File: config.mk
export PLATFORM = sky130hd
export DESIGN_NAME = gtech_evt_capture5
export DESIGN_NICKNAME = d
export VERILOG_FILES = /design/src/rtl/gtech_evt_capture5.sv
export SDC_FILE = /design/constraint.sdc
export NUM_CORES = 1
export LEC_CHECK = 0
export ABC_AREA = 1
export CORE_MARGIN = 1.5
export CORE_UTILIZATION = 41
export CTS_CLUSTER_SIZE = 16
export DETAILED_ROUTE_END_ITERATION = 12
export MAX_ROUTING_LAYER = met4
export PLACE_DENSITY = 0.84
export SYNTH_ARGS = -nofsm -noshare
export SYNTH_HDL_FRONTEND = slang
export SYNTH_SLANG_ARGS = --single-unit
File: constraint.sdc
create_clock -name CLK -period 0.9 [get_ports CLK]
set_input_delay 0.18 -clock CLK [delete_from_list [all_inputs] [get_ports CLK]]
set_output_delay 0.18 -clock CLK [all_outputs]
set_load 0.02 [all_outputs]
File: src/rtl/gtech_evt_capture5.sv
// gtech_evt_capture5: five-channel event capture with sticky pend/ovf flags, clear/mask ports, masked outputs Z*=PEND&~MSK
module gtech_evt_capture5 #(
  parameter bit         EDGE    = 1'b1,
  parameter logic [4:0] MSK_RST = 5'b11111
) (
  input  logic       CLK,
  input  logic       RST,
  input  logic       A,
  input  logic       B,
  input  logic       C,
  input  logic       D,
  input  logic       E,
  input  logic       CLR,
  input  logic [4:0] CLR_SEL,
  input  logic       MSK_WE,
  input  logic [4:0] MSK_D,
  output logic       ZA,
  output logic       ZB,
  output logic       ZC,
  output logic       ZD,
  output logic       ZE,
  output logic [4:0] PEND,
  output logic [4:0] OVF,
  output logic [4:0] MSK
);
  logic [4:0] in_w, evt, clr;
  logic [4:0] prev_q, prev_d, pend_q, pend_d, ovf_q, ovf_d, msk_q, msk_d;
  always_comb begin
    in_w   = {E, D, C, B, A};
    evt    = EDGE ? (in_w & ~prev_q) : in_w;
    clr    = {5{CLR}} & CLR_SEL;
    prev_d = in_w;
    pend_d = evt | (pend_q & ~clr);
    ovf_d  = (evt & pend_q & ~clr) | (ovf_q & ~clr);
    msk_d  = MSK_WE ? MSK_D : msk_q;
  end
  always_ff @(posedge CLK) begin
    if (RST) begin
      prev_q <= '0;
      pend_q <= '0;
      ovf_q  <= '0;
      msk_q  <= MSK_RST;
    end else begin
      prev_q <= prev_d;
      pend_q <= pend_d;
      ovf_q  <= ovf_d;
      msk_q  <= msk_d;
    end
  end
  assign {ZE, ZD, ZC, ZB, ZA} = pend_q & ~msk_q;
  assign PEND = pend_q;
  assign OVF  = ovf_q;
  assign MSK  = msk_q;
endmodule

[After elaboration in Yosys (flattened, before gate mapping)]
Index checks and enable logic that the tools add are counted.
Word-level totals
  register bits: 20
  input port bits: 19
  latch bits: 0
  RAM bits: 0
  memory bits (read-only): 0
  memories: 0
Cells by class
  add/subtract/negate cells: 0
  order comparisons: 0
  mux-type cells: 0
  bitwise logic cells: 12
  shift operators: 0
  div/mod/pow operators: 0
  multiply operators: 0
  eq/ne operators: 0
  reduce and logical (&&, ||, !) cells: 0
Operator list (count)
  bitwise AND 5 bit: 7
  NOT 5 bit: 3
  OR 5 bit: 2

[Longest topological paths before layout]
Gate-level depths: netlist of the first run.
  depth after elaboration: 5
  depth in mapped cells: 4
  gate-level depth less buffers: 3

[Worst setup path before layout of the first run]
OpenSTA, ideal clock, no wires.
  path kind: reg2out
  start: register pend_q[0] (netlist: PEND[0])
  end: output ZA
  path slack: -107 ps
  stages on the path, launching flop included: 3
  buffers on the path: 0
  arrival: 827 ps
  path through: dfxtp_1 -> inv_1 -> nor2_1
On the way
  word-level cells in the longest chain between the ends: 1
RTL lines
  from (decl): RTL line 27  | logic [4:0] prev_q, prev_d, pend_q, pend_d, ovf_q, ovf_d, msk_q, msk_d;
  from (signal assigned): RTL line 45  | pend_q <= pend_d;
  bitwise AND 5 bit: RTL line 50  | assign {ZE, ZD, ZC, ZB, ZA} = pend_q & ~msk_q;
  to (decl): RTL line 17  | output logic ZA,
Every way passes these cells.

[Worst setup path after layout of the first run]
  start: register pend_q[1] (netlist: PEND[1])
  end: output ZB
On the way
  word-level cells in the longest chain between the ends: 1
RTL lines
  bitwise AND 5 bit: RTL line 50
  to (decl): RTL line 18  | output logic ZB,
Every way passes these cells.

==> impl_metrics.tcl, run 1 <==
set metrics [dict create \
    finalPower_mw 2.37 \
    routed_via_density 4.96 \
    drt_pass1_iterations 4 \
    layout_common_cells "buf_6 (27), nand2_1 (20), clkdlybuf4s50_1 (18), inv_1 (16), buf_4 (15)" \
    setup_slack_ps -251 \
    crit_fanout 2 \
    die_width_um 46.5 \
    path_clk_slew_ps 130 \
    r2r_cells 5 \
    netlist_area_um2 776 \
    synth_cells 98 \
    vias 923 \
    pwr-share-comb 0.255 \
    p_int_mw 1.72 \
    die-area_um2 2160 \
    r2r-start "PEND[3]$_SDFF_PP0_" \
    required_ps 720 \
    ys_ff_latch 20 \
    endpoint "ZB" \
    clock_skew_ps 0.852 \
    cp.arrival_ps 970 \
    clkSinkCount 20 \
    r2r_slack_ps 0 \
    syn_nets 117 \
    whs_ps 415 \
    relSlewSlack 0.827 \
    multi_input_area_um2 319 \
    violations "negative setup slack" \
    root_buffer "clkbuf_4" \
    antenna_cells 0 \
    fill_cells 89 \
    clockBufferDepth 2 \
    postCtsHoldBufs 0 \
    htreeDepth 1 \
    synth_cell_types 10 \
    cp-end-kind "output port" \
    grtUsageTotal 0.271 \
    antenna_found_initial 0 \
    max_cap_violations 0 \
    drt_wl_total_mm 3.02 \
    setup_viol 21 \
    start_util 0.444 \
    portBuffers 38 \
    crit_start "PEND[1]$_SDFF_PP0_" \
    path_class "reg -> out" \
    final_common_cell "buf_6" \
    grt_pass1_vias 960 \
    hold_viol 0 \
    final_antenna_net_count 0 \
    tightest_slew_ps 259 \
    drive_gt1_frac 0.509 \
    stdcell_area_um2 1510 \
    top_level_ports 39 \
    nNetsFinal 181 \
    grt_pass1_wl_mm 3.94 \
    place_area_um2 1330 \
    period_share 1.28 \
    seq_power_share 0.424 \
    r2r_end "PEND[3]$_SDFF_PP0_" \
    die_y_um 46.5 \
    numCtsBuffers 3 \
    dp_hpwl_mm 1.49 \
    grt_max_degree 13 \
    synth_top_cells_by_area "dfxtp_1 (52%), inv_1 (10%), nand2_1 (9.7%), nand3_1 (6.5%), nand3_2 (6.5%)" \
    worstHoldStart "MSK_D[4]" \
    insertion_delay_ps 320 \
    synth_area_per_cell_um2 7.92 \
    ys_seq_area_frac 0.516 \
    p_clk_frac 0.321 \
    rsz0062_at_grt "yes" \
    avgRoutedWirePerCell_um 16.3 \
    cts_tree "yes" \
    ir_drop_mv 1.04 \
    design.core.area_um2 1750 \
    yosys.area.top_type "dfxtp_1" \
    yosysWarnings 0 \
    syn2layout_area_growth_pct 95.2 \
    rows 15 \
    fmax_ghz 0.869 \
    p_per_area_nw_per_um2 1560 \
    p_sw_frac 0.272 \
    yosys.area.top_type_share 0.516 \
    period_needed_ps 1150 \
    drc 0 \
    hp-class "in -> reg" \
    drtIter0Drc 22 \
    regArea_um2 432 \
    grt-ovfl-total 0 \
    slew_violations 0 \
    status "finished with violations" \
    crit_path_start_kind "register" \
    gp_congestion 0.712 \
    power_leakage_nw 0.693 \
    setup_tns_ps -2870 \
    p_sw_mw 0.645 \
]
==> metal layers <==
layer | track usage | wire length, µm
met2 | 0.486 | 1670
met3 | 0.0824 | 180
met1 | 0.254 | 1110
met4 | 0.149 | 70
met5 | - | 0
==> Yosys cell counts <==
| cell | number |
|---|---|
| nor2_1 | 10 |
| nand3_1 | 10 |
| nand3_2 | 5 |
| inv_1 | 21 |
| a21oi_1 | 5 |
| o21ai_2 | 5 |
| dfxtp_1 | 20 |
| nand2_1 | 20 |
| buf_6 | 1 |
| inv_2 | 1 |
==> metrics by stage <==
step / setup WS [ps] / util / std cells
6_report: -251 / 0.867 / 186
3_3_place_gp: -348 / 0.760 / 175
4_1_cts: -244 / 0.842 / 182
3_5_place_dp: -370 / 0.760 / 175
5_1_grt: -282 / 0.867 / 186
2_1_floorplan: 6.70 / - / 98
==> registers in the layout, indices dropped and copies added (netlist names) <==
name	count
MSK	5
OVF	5
PEND	5
prev_q	5
==> area by class of cell <==
class                      count  area share
timing repair buffer          60       0.394
clock inverter                 1      0.0198
multi-input combinational     55       0.211
clock buffer                   3      0.0149
tap                           25      0.0207
sequential                    20       0.285
inverter                      22      0.0545
==> worst max-delay path, cell delays in order, from the launching register on <==
cell,delay (ps)
dfxtp_2,370
inv_2,60
nor2_4,100
buf_6,130
==> power groups by stage <==
stage          sequential [mW]  combinational [mW]  clock (mW)
2_1_floorplan             1.06               0.148           0
3_3_place_gp              1.00               0.488           0
3_5_place_dp              1.00               0.498           0
4_1_cts                  0.999               0.546       0.757
5_1_grt                   1.01               0.633       0.798
6_report                  1.00               0.604       0.761
==> what timing repair did <==
item                                   4_1_cts  5_1_grt
pin swaps                                    1        2
resized for setup                          148        4
setup endpoints to repair                   20       20
endpoints found under the hold margin        0        0
buffers inserted                             3        4
==> worst min path at each step <==
stage,to,slack (ps),depth (start not counted)
2_1_floorplan,prev_q[0]$_SDFF_PP0_,250,1
3_3_place_gp,OVF[0]$_SDFF_PP0_,440,2
3_5_place_dp,OVF[4]$_SDFF_PP0_,440,2
4_1_cts,MSK[4]$_SDFFE_PP1P_,410,3
5_1_grt,MSK[0]$_SDFFE_PP1P_,450,3
6_report,MSK[4]$_SDFFE_PP1P_,420,3
==> kinds of logic after synthesis <==
family                 count (synthesis)  share of synthesized area
buffers and inverters                 23                      0.121
flip-flops                            20                      0.516
AND/OR/NAND/NOR                       45                      0.274
AO/OA/AOI/OAI                         10                     0.0887
No activity file was read; power rests on OpenSTA's default activity.
==> run 2, diff against run 1 <==
SKIP_LAST_GASP = 1   (was default)
==> impl_metrics.tcl, run 2 (synthesis gave the netlist of run 1 again) <==
set metrics [dict create \
    cp.arrival_ps 980 \
    hold_viol 0 \
    clkSinkCount 20 \
    design.core.area_um2 1750 \
    clockBufferDepth 2 \
    p_int_mw 1.72 \
    nNetsFinal 181 \
    max_cap_violations 0 \
    rows 15 \
    drtIter0Drc 23 \
    path_class "reg -> out" \
    setup_tns_ps -3090 \
    grt_pass1_vias 960 \
    die_width_um 46.5 \
    path_clk_slew_ps 130 \
    grt-ovfl-total 0 \
    whs_ps 406 \
    htreeDepth 1 \
    dp.cells 175 \
    hp-class "in -> reg" \
    final_common_cell "buf_6" \
    slew_violations 0 \
    grt_max_degree 13 \
    drt_pass1_iterations 4 \
    wl_met1_mm 1.08 \
    p_clk_frac 0.326 \
    drive_gt1_frac 0.509 \
    crit_path_start_kind "register" \
    stdcell_area_um2 1500 \
    avgRoutedWirePerCell_um 16.2 \
    period_needed_ps 1160 \
    insertion_delay_ps 320 \
    numCtsBuffers 3 \
    pwr-share-comb 0.251 \
    dp_hpwl_mm 1.49 \
    relSlewSlack 0.823 \
    gp_congestion 0.712 \
    syn2layout_area_growth_pct 93.7 \
    final_antenna_net_count 0 \
    ir_drop_mv 1.05 \
    period_share 1.29 \
    power_leakage_nw 0.689 \
    tightest_slew_ps 264 \
    clock_skew_ps 1.63 \
    p_sw_mw 0.651 \
    top_level_ports 39 \
    crit_fanout 2 \
    finalNonFillerCells 186 \
    cts_tree "yes" \
    rsz0062_at_grt "yes" \
    die_y_um 46.5 \
    wl_met3_um 177 \
    antenna_cells 0 \
    p_sw_frac 0.275 \
    grtUsageTotal 0.271 \
    top_layer_used "met4" \
    routed-wl-met2_mm 1.65 \
    required_ps 720 \
    layout_common_cells "buf_6 (24), nand2_1 (20), clkdlybuf4s50_1 (18), buf_4 (18), inv_1 (16)" \
    setup_viol 22 \
    cp-end-kind "output port" \
    violations "negative setup slack" \
    p_per_area_nw_per_um2 1580 \
    fmax_ghz 0.863 \
    antenna_found_initial 0 \
    seq_power_share 0.424 \
    place_area_um2 1330 \
    die-area_um2 2160 \
    finalPower_mw 2.37 \
    drc 0 \
    status "finished with violations" \
    routed_via_density 5.06 \
    drt_wl_total_mm 3.00 \
    setup_slack_ps -259 \
    start_util 0.444 \
    portBuffers 38 \
    vias 941 \
    root_buffer "clkbuf_4" \
    grt_pass1_wl_mm 3.94 \
]
==> run 2: changes by cell type in the layout (fill, tap and decap cells not counted) <==
cell / change
buf_6: -3
buf_4: +3
==> run 2: cell type report <==
cell class	instances	area [µm²]
fillers	90	243
clock buffers	3	22.5
multi-input cells	55	319
clock inverters	1	30.0
flip-flops and latches	20	432
repair buffers	60	586
well taps	25	31.3
inverters	22	82.6
==> run 2: worst max-delay path, cell delays in order (launching register included) <==
cell and delay [ps]:
dfxtp_2 370, inv_2 60, nor2_4 100, buf_6 130
==> run 2: timing repair <==
action / in CTS / in global routing
hold buffers: 0 / 0
setup buffers: 3 / 4
cloned: 0 / 0
pin swaps: 1 / 1
setup endpoints to repair: 20 / 20
gates resized for setup: 148 / 1
==> run 2: per-stage QoR <==
step	utilization	worst slack, ps
4_1_cts	0.842	-244
6_report	0.861	-259
2_1_floorplan	-	6.70
3_5_place_dp	0.760	-370
3_3_place_gp	0.760	-348
5_1_grt	0.861	-282
==> run 2: metal layers <==
| metal | global-route usage | vias up |
|---|---|---|
| li1 | - | 429 |
| met1 | 0.254 | 461 |
| met2 | 0.486 | 41 |
| met3 | 0.0824 | 10 |
| met4 | 0.149 | 0 |
| met5 | - | - |
==> run 2: power by group through the flow <==
stage	Clock, mW	Sequential, mW	Combinational, mW
5_1_grt	0.793	1.01	0.624
3_5_place_dp	0	1.00	0.498
2_1_floorplan	0	1.06	0.148
4_1_cts	0.757	0.999	0.546
6_report	0.771	1.00	0.594
3_3_place_gp	0	1.00	0.488
==> run 2: final timing paths <==
| check | startpoint | endpoint | slack (ps) | depth (start not counted) |
|---|---|---|---|---|
| worst max-delay path | PEND[1]$_SDFF_PP0_ | ZB | -260 | 3 |
| worst min-delay path | MSK_D[4] | MSK[4]$_SDFFE_PP1P_ | 410 | 3 |
| worst max register to register | PEND[3]$_SDFF_PP0_ | PEND[3]$_SDFF_PP0_ | -80 | 5 |
| worst min register to register | OVF[2]$_SDFF_PP0_ | OVF[2]$_SDFF_PP0_ | 470 | 2 |
==> run 3, diff against run 2 <==
--- a/config.mk
+++ b/config.mk
@@ -8,9 +8,9 @@
 export ABC_AREA = 1
 export CORE_MARGIN = 1.5
-export CORE_UTILIZATION = 41
+export CORE_UTILIZATION = 38
 export CTS_CLUSTER_SIZE = 16
 export DETAILED_ROUTE_END_ITERATION = 12
 export MAX_ROUTING_LAYER = met4
-export PLACE_DENSITY = 0.84
+export PLACE_DENSITY = 0.79
 export SKIP_LAST_GASP = 1
 export SYNTH_ARGS = -nofsm -noshare
==> constraint.sdc (replaced) <==
create_clock -name CLK -period 1.3 [get_ports CLK]
set_input_delay 0.13 -clock CLK [delete_from_list [all_inputs] [get_ports CLK]]
set_output_delay 0.13 -clock CLK [all_outputs]
set_load 0.02 [all_outputs]
==> impl_metrics.tcl, run 3 (synthesis gave the netlist of run 1 again) <==
set metrics [dict create \
    status "finished, final reports clean" \
    gp_congestion 0.747 \
    vias 719 \
    crit_path_start_kind "register" \
    postCtsHoldBufs 0 \
    htreeDepth 1 \
    rsz0062_at_grt "no" \
    pwr-share-comb 0.209 \
    multi_input_area_um2 282 \
    root_buffer "clkbuf_4" \
    layout_common_cells "inv_1 (21), dfxtp_1 (20), nand2_1 (20), clkdlybuf4s50_1 (18), dlygate4sd2_1 (15)" \
    drive_gt1_frac 0.144 \
    p_int_mw 0.878 \
    required_ps 1170 \
    grtUsageTotal 0.166 \
    top_level_ports 39 \
    rows 16 \
    die_y_um 48.2 \
    tightest_slew_ps 299 \
    grt_pass1_wl_mm 2.51 \
    drt_pass1_iterations 3 \
    fmax_ghz 0.823 \
    drtIter0Drc 6 \
    nNetsFinal 160 \
    whs_ps 396 \
    antenna_cells 0 \
    setup_viol 0 \
    final_common_cell "inv_1" \
    regArea_um2 400 \
    dp_hpwl_mm 1.29 \
    ir_drop_mv 0.578 \
    routed_via_density 4.33 \
    clockBufferDepth 2 \
    final_util 0.603 \
    start_util 0.399 \
    die_width_um 48.2 \
    seq_power_share 0.561 \
    crit_fanout 3 \
    numCtsBuffers 3 \
    relSlewSlack 0.800 \
    slew_violations 0 \
    period_share 0.935 \
    period_needed_ps 1220 \
    path_clk_slew_ps 100 \
    p_sw_frac 0.273 \
    grt_pass1_vias 628 \
    drc 0 \
    insertion_delay_ps 290 \
    die-area_um2 2320 \
    max_cap_violations 0 \
    hold_viol 0 \
    drt_wl_total_mm 1.60 \
    cp-end-kind "output port" \
    cp.arrival_ps 1090 \
    portBuffers 38 \
    syn2layout_area_growth_pct 51.0 \
    p_clk_frac 0.230 \
    fill_cells 201 \
    clock_skew_ps 4.46 \
    p_sw_mw 0.330 \
    design.core.area_um2 1940 \
    clkSinkCount 20 \
    hp-class "in -> reg" \
    cts_tree "yes" \
    p_per_area_nw_per_um2 1030 \
    grt_max_degree 16 \
    power_leakage_nw 0.558 \
    final_antenna_net_count 0 \
    grt-ovfl-total 0 \
    antenna_found_initial 0 \
    avgRoutedWirePerCell_um 9.63 \
    path_class "reg -> out" \
]
-- run 3: cell count changes in the layout (fill, tap and decap cells not counted), sizes merged --
cell	previous run	this run
buf	42	1
bufinv	1	0
clkbuf	3	7
clkdlybuf4s15	0	1
dlygate4sd2	0	15
-- run 3: power groups by stage --
stage	sequential, mW	combinational, mW	clock [mW]
5_1_grt	0.684	0.277	0.309
4_1_cts	0.678	0.257	0.297
6_report	0.677	0.253	0.278
3_3_place_gp	0.690	0.281	0
3_5_place_dp	0.693	0.282	0
2_1_floorplan	0.727	0.0920	0
-- run 3: path summary, 6_finish.rpt --
path | cells past startpoint | from | endpoint | slack (ps)
worst max register to register | 3 | prev_q[3]$_SDFF_PP0_ | OVF[3]$_SDFF_PP0_ | 660
worst max-delay path | 3 | PEND[0]$_SDFF_PP0_ | ZA | 80
worst min register to register | 2 | OVF[0]$_SDFF_PP0_ | OVF[0]$_SDFF_PP0_ | 450
worst min-delay path | 3 | MSK_D[3] | MSK[3]$_SDFFE_PP1P_ | 400
-- run 3: cell type report --
cell class	instances	share of cell area
clock buffers	3	0.0192
inverters	22	0.0705
multi-input cells	55	0.240
flip-flops and latches	20	0.342
well taps	27	0.0288
repair buffers	39	0.299
-- run 3: timing repair --
item / in CTS / in global routing
setup buffers: 0 / 0
cloned: 0 / 0
setup endpoints to repair: 20 / 4
resized for setup: 24 / 6
pin swaps: 0 / 0
-- run 3: metrics by stage --
| stage | instances | power [mW] | TNS, ps | instance area [µm²] | worst slack (ps) |
|---|---|---|---|---|---|
| after detailed placement | 163 | 0.974 | 0 | 1190 | 40.2 |
| after global routing | 166 | 1.27 | 0 | 1170 | 20.1 |
| after CTS | 166 | 1.23 | -20.3 | 1190 | -20.3 |
| after global placement | 163 | 0.971 | 0 | 1190 | 78.7 |
| final | 166 | 1.21 | 0 | 1170 | 84.4 |
| after floorplan | 98 | 0.819 | 0 | 776 | 343 |
-- run 3: metal layers --
layer,global-route usage,routed length (µm)
met4,0.0973,12
met1,0.195,728
met5,-,0
met2,0.237,696
met3,0.0667,161
-- run 3: worst max-delay path: stages, from the launching register on --
cell	delay [ps]
dfxtp_1	370
inv_1	70
nor2_1	80
clkdlybuf4s15_2	270
